### src/rtl/fpcvt_sched.sv
// fpcvt_sched: two-requester round-robin front end for a single FPCVT
// converter (13-bit two's complement -> sign / 3-bit exponent / 5-bit
// fraction), with a registered, back-pressured result port and a
// saturation-event counter.

// FPCVT: purely combinational converter. The fraction keeps the five bits
// below and including the leading one. It rounds on the next lower bit.
// A rounding carry bumps the exponent. Magnitudes that cannot be
// represented clamp to E=7, F=31.
module fpcvt (
    input  logic [12:0] d_i,
    output logic        s_o,
    output logic [2:0]  e_o,
    output logic [4:0]  f_o
);
    logic [12:0] mag;
    logic [3:0]  lead;
    logic [2:0]  e_raw;
    logic [5:0]  win;
    logic [5:0]  rnd;

    // normalise, round, and clamp
    always_comb begin
        s_o   = d_i[12];
        mag   = d_i[12] ? (~d_i + 13'd1) : d_i;
        lead  = 4'd0;
        for (int i = 0; i < 12; i++) begin
            if (mag[i]) lead = 4'(i);
        end
        e_raw = 3'd0;
        win   = 6'd0;
        rnd   = 6'd0;
        e_o   = 3'd0;
        f_o   = 5'd0;
        if (mag[12]) begin
            // only -4096 reaches bit 12
            e_o = 3'd7;
            f_o = 5'd31;
        end else if (lead < 4'd5) begin
            // fits in the fraction exactly, nothing to round
            e_o = 3'd0;
            f_o = mag[4:0];
        end else begin
            e_raw = 3'(lead - 4'd4);
            win   = 6'(mag >> (lead - 4'd5));
            rnd   = {1'b0, win[5:1]} + {5'd0, win[0]};
            if (rnd[5]) begin
                if (e_raw == 3'd7) begin
                    e_o = 3'd7;
                    f_o = 5'd31;
                end else begin
                    e_o = e_raw + 3'd1;
                    f_o = 5'b10000;
                end
            end else begin
                e_o = e_raw;
                f_o = rnd[4:0];
            end
        end
    end
endmodule

module fpcvt_sched #(
    parameter int SAT_CNT_W = 8
) (
    input  logic                 clk,
    input  logic                 rst,
    input  logic                 req0_valid,
    input  logic [12:0]          req0_data,
    output logic                 req0_ready,
    input  logic                 req1_valid,
    input  logic [12:0]          req1_data,
    output logic                 req1_ready,
    output logic                 out_valid,
    input  logic                 out_ready,
    output logic                 out_s,
    output logic [2:0]           out_e,
    output logic [4:0]           out_f,
    output logic                 out_id,
    output logic [SAT_CNT_W-1:0] sat_count,
    output logic                 busy
);
    typedef enum logic [1:0] {IDLE, CONV, HOLD} state_t;

    state_t                state_q, state_d;
    logic                  ptr_q, ptr_d;
    logic [12:0]           opnd_q, opnd_d;
    logic                  id_q, id_d;
    logic                  ov_q, ov_d;
    logic                  os_q, os_d;
    logic [2:0]            oe_q, oe_d;
    logic [4:0]            of_q, of_d;
    logic                  oid_q, oid_d;
    logic [SAT_CNT_W-1:0]  sat_q, sat_d;

    logic                  cv_s;
    logic [2:0]            cv_e;
    logic [4:0]            cv_f;
    logic                  gnt_id;
    logic                  gnt_any;

    fpcvt u_cvt (
        .d_i (opnd_q),
        .s_o (cv_s),
        .e_o (cv_e),
        .f_o (cv_f)
    );

    // grant: ptr breaks ties, a lone requester always wins
    assign gnt_any = req0_valid | req1_valid;
    assign gnt_id  = (req0_valid && req1_valid) ? ptr_q : req1_valid;

    // next-state, datapath loads and requester readies
    always_comb begin
        state_d    = state_q;
        ptr_d      = ptr_q;
        opnd_d     = opnd_q;
        id_d       = id_q;
        ov_d       = ov_q;
        os_d       = os_q;
        oe_d       = oe_q;
        of_d       = of_q;
        oid_d      = oid_q;
        sat_d      = sat_q;
        req0_ready = 1'b0;
        req1_ready = 1'b0;
        case (state_q)
            IDLE: begin
                // readies stay low while reset is asserted
                if (gnt_any && !rst) begin
                    req0_ready = ~gnt_id;
                    req1_ready = gnt_id;
                    opnd_d     = gnt_id ? req1_data : req0_data;
                    id_d       = gnt_id;
                    ptr_d      = ~gnt_id;
                    state_d    = CONV;
                end
            end
            CONV: begin
                os_d    = cv_s;
                oe_d    = cv_e;
                of_d    = cv_f;
                oid_d   = id_q;
                ov_d    = 1'b1;
                state_d = HOLD;
            end
            HOLD: begin
                if (ov_q && out_ready) begin
                    ov_d    = 1'b0;
                    state_d = IDLE;
                    if (oe_q == 3'd7 && of_q == 5'd31 &&
                        sat_q != {SAT_CNT_W{1'b1}}) begin
                        sat_d = sat_q + 1'b1;
                    end
                end
            end
            default: state_d = IDLE;
        endcase
    end

    // state register; reset overrides any in-flight work
    always_ff @(posedge clk) begin
        if (rst) begin
            state_q <= IDLE;
            ptr_q   <= 1'b0;
            opnd_q  <= 13'd0;
            id_q    <= 1'b0;
            ov_q    <= 1'b0;
            os_q    <= 1'b0;
            oe_q    <= 3'd0;
            of_q    <= 5'd0;
            oid_q   <= 1'b0;
            sat_q   <= '0;
        end else begin
            state_q <= state_d;
            ptr_q   <= ptr_d;
            opnd_q  <= opnd_d;
            id_q    <= id_d;
            ov_q    <= ov_d;
            os_q    <= os_d;
            oe_q    <= oe_d;
            of_q    <= of_d;
            oid_q   <= oid_d;
            sat_q   <= sat_d;
        end
    end

    assign out_valid = ov_q;
    assign out_s     = os_q;
    assign out_e     = oe_q;
    assign out_f     = of_q;
    assign out_id    = oid_q;
    assign sat_count = sat_q;
    assign busy      = (state_q != IDLE);
endmodule

### config.mk
export PLATFORM = sky130hd
export DESIGN_NAME = fpcvt_sched
export DESIGN_NICKNAME = d
export VERILOG_FILES = /design/src/rtl/fpcvt_sched.sv
export SDC_FILE = /design/constraint.sdc
export NUM_CORES = 1
export LEC_CHECK = 0
export ABC_AREA = 1
export ABC_CLOCK_PERIOD_IN_PS = 3900
export CAP_MARGIN = 20
export CORE_MARGIN = 4
export CORE_UTILIZATION = 53
export DETAILED_ROUTE_END_ITERATION = 8
export PLACE_DENSITY = 0.86
export SYNTH_ARGS = -nofsm -noshare
export SYNTH_HDL_FRONTEND = slang
export SYNTH_SLANG_ARGS = --single-unit
### constraint.sdc
create_clock -name clk -period 3.9 [get_ports clk]
set_input_delay 0.78 -clock clk [delete_from_list [all_inputs] [get_ports clk]]
set_output_delay 0.78 -clock clk [all_outputs]
set_load 0.02 [all_outputs]
==> impl_metrics.py <==
metrics = {
    "power": {
        "leakage_uw": 0.00155,
        "ir_worst_vdd_v": 0.000290,
        "pwr_density_cell_mw_per_mm2": 575,
    },
    "grt": {
        "antenna_found_initial": 0,
        "grt_max_degree": 21,
        "grt_pass1_vias": 3118,
        "grt_overflow": 0,
        "track_usage": 0.249,
        "grt_pass1_wl_um": 13200,
    },
    "detailed_routing": {
        "top_layer_used": "met4",
        "avgViaCountPerCell": 5.54,
        "drc_errors": 0,
        "postRouteWirelength_um": 7770,
        "ant_nets": 0,
        "first_pass_iters": 5,
        "wl_met1_um": 3180,
        "num_vias": 3252,
        "wl_met3_um": 515,
        "dr_wl_met2_um": 3900,
        "routedWlPerCell_um": 13.2,
        "drt-initial-drc-count": 185,
    },
    "setup_path": {
        "arrival_ns": 3.91,
        "crit_family": "simple AND/OR/NAND/NOR gates",
        "critPathBufInv": 4,
        "crit_path_end_kind": "register",
        "cp.required_ns": 4.12,
        "crit_fanout": 8,
        "path_class": "reg2reg",
        "crit_slowest_cell": "dfxtp_4",
        "crit_top_cell": "nand2_1",
        "cp.depth": 28,
        "cpPeakStageDelay_ns": 0.37,
        "startpoint_type": "register",
        "r2r_cells": 28,
    },
    "cells_and_area": {
        "synthToLayoutAreaGrowth_pct": 29.3,
        "diodes": 0,
        "fin_nets": 553,
        "drive_gt1_frac": 0.184,
        "mostFrequentLayoutCell": "nand2_1",
        "register_area_um2": 727,
        "fin_cells": 587,
        "multiInputGateArea_mm2": 0.00185,
        "final_cell_mix": "nand2_1 (136), clkdlybuf4s50_1 (52), nand3_1 (50)",
        "fillers": 418,
    },
    "sta": {
        "hold_viol_final": 0,
        "fin_worst_skew_ns": 0.00998,
        "finalSetupViolations": 0,
        "fin_crit_sh": 0.945,
        "clock.fmax_mhz": 271,
        "drv_slew": 0,
        "rsz0062_at_grt": "false",
        "maxSlewHeadroom": 0.680,
        "worst_pin_slew_ns": 0.475,
        "setup_tns_ns": 0,
        "timing.final.crit_period_ns": 3.68,
    },
    "clocking": {
        "worstSkewPairLatency_ns": 0.28,
        "cts_buffers": 5,
        "clk_pin_slew_worst_paths_ns": 0.08,
        "clock_path_buffers": 2,
        "cts_tree": "built",
        "root_buffer": "clkbuf_8",
        "cts_sinks": 36,
        "htree_levels": 2,
    },
    "floorplan": {
        "die_height_um": 80.7,
        "core_area_mm2": 0.00511,
        "rows": 26,
        "ios": 53,
        "die_area_mm2": 0.00652,
        "start_util": 0.549,
        "die_w_um": 80.7,
    },
    "placement": {
        "place_congestion": 0.869,
        "portBuffers": 52,
        "dp.final_hpwl_um": 5930,
        "dp_cells": 573,
    },
    "yosys": {
        "synthArstFlopShare": 0,
        "syn_nets": 492,
        "synth_seq_area_share": 0.257,
        "synth_warnings": 0,
        "yosys_register_bits": 36,
        "avgSynthCellArea_um2": 6.16,
        "synth_ff_type": "dfxtp_1",
        "synthesis.area_mm2": 0.00280,
        "synth_cells": 455,
        "synth_cell_types": 39,
        "synth-edff-count": 0,
    },
    "min_path": {
        "hold_depth": 2,
        "hp-class": "reg2reg",
    },
    "run": {
        "maxCapViolations": 0,
    },
    "status": {
        "status": "completed",
    },
}
flip-flops by register name, summed over array words and instances (netlist names):
signal and count:
opnd_q 13, sat_count 8, out_f 5, out_e 3, state_q 2, id_q 1
out_id 1, out_s 1, out_valid 1, ptr_q 1
metal layers:
metal	vias up	track usage
met5	-	0
met4	0	0.0760
met3	24	0.0466
met2	149	0.454
met1	1474	0.295
li1	1605	-
Yosys cell counts (3+ instances only):
| cell | number | area share |
|---|---|---|
| nor2_2 | 8 | 0.018 |
| inv_2 | 14 | 0.019 |
| buf_2 | 3 | 0.0054 |
| nor2_1 | 34 | 0.046 |
| o21ai_0 | 21 | 0.037 |
| ha_1 | 6 | 0.027 |
| nand2_4 | 3 | 0.012 |
| a21oi_2 | 6 | 0.019 |
| a21oi_1 | 22 | 0.039 |
| nand4_1 | 6 | 0.013 |
| nand3_2 | 4 | 0.014 |
| nand2_2 | 17 | 0.038 |
| inv_1 | 43 | 0.058 |
| a31oi_1 | 12 | 0.027 |
| nand2_1 | 136 | 0.18 |
| nand3_1 | 50 | 0.089 |
| dfxtp_1 | 36 | 0.26 |
| clkbuf_1 | 7 | 0.0094 |
stage by stage:
stage / utilization / worst slack, ns / power, µW / area (µm²) / hold WS (ns)
2_1_floorplan: - / 0.371 / 1350 / 2800 / 0.440
3_3_place_gp: 0.667 / 0.296 / 1600 / 3410 / 0.464
3_5_place_dp: 0.667 / 0.114 / 1630 / 3410 / 0.463
4_1_cts: 0.689 / 0.0562 / 1960 / 3520 / 0.476
5_1_grt: 0.710 / 0.00738 / 2230 / 3620 / 0.489
6_report: 0.710 / 0.216 / 2080 / 3620 / 0.473
cells by family after synthesis:
family | Yosys count | share of synthesized area
flops | 36 | 0.257
compound gates | 73 | 0.162
buf+inv | 69 | 0.0991
xor+xnor | 3 | 0.00937
fa+ha+maj | 6 | 0.0268
simple gates | 268 | 0.445
power breakdown:
part | switching [µW] | internal (µW) | leakage [µW]
clock | 133 | 189 | 0.0000541
combinational | 854 | 480 | 0.00120
sequential | 30.8 | 398 | 0.000296
total | 1020 | 1070 | 0.00155
path summary, 6_finish.rpt:
path / slack [ns] / to / startpoint
worst min-delay path: 0.47 / ptr_q$_SDFFE_PP0P_ / ptr_q$_SDFFE_PP0P_
worst max-delay path: 0.22 / out_f[2]$_SDFFE_PP0P_ / opnd_q[0]$_SDFFE_PP0P_
worst max register to register: 0.22 / out_f[2]$_SDFFE_PP0P_ / opnd_q[0]$_SDFFE_PP0P_
worst min register to register: 0.47 / ptr_q$_SDFFE_PP0P_ / ptr_q$_SDFFE_PP0P_
timing repair:
item / in CTS / in global routing
buffers inserted: 0 / 6
setup endpoints to repair: 0 / 8
gates resized for setup: 0 / 19
hold buffers: 0 / 0
cell type report:
| cell class | instances | share of cell area |
|---|---|---|
| clock buffers | 5 | 0.0190 |
| clock inverters | 3 | 0.0117 |
| inverters | 57 | 0.0604 |
| multi-input cells | 350 | 0.512 |
| flip-flops and latches | 36 | 0.201 |
| well taps | 70 | 0.0242 |
| repair buffers | 66 | 0.173 |
worst reg2reg max path, delay by kind of cell (launching register included):
| kind | cells | cell delay, ns |
|---|---|---|
| buffers and inverters | 4 | 0.36 |
| xor gates and xnor gates | 1 | 0.18 |
| AOI/OAI and AO/OA | 6 | 0.91 |
| DFF | 1 | 0.37 |
| and+or+nand+nor | 13 | 1.06 |
| adders and majority gates | 4 | 0.77 |
Power figures use the tool's default switching activity.
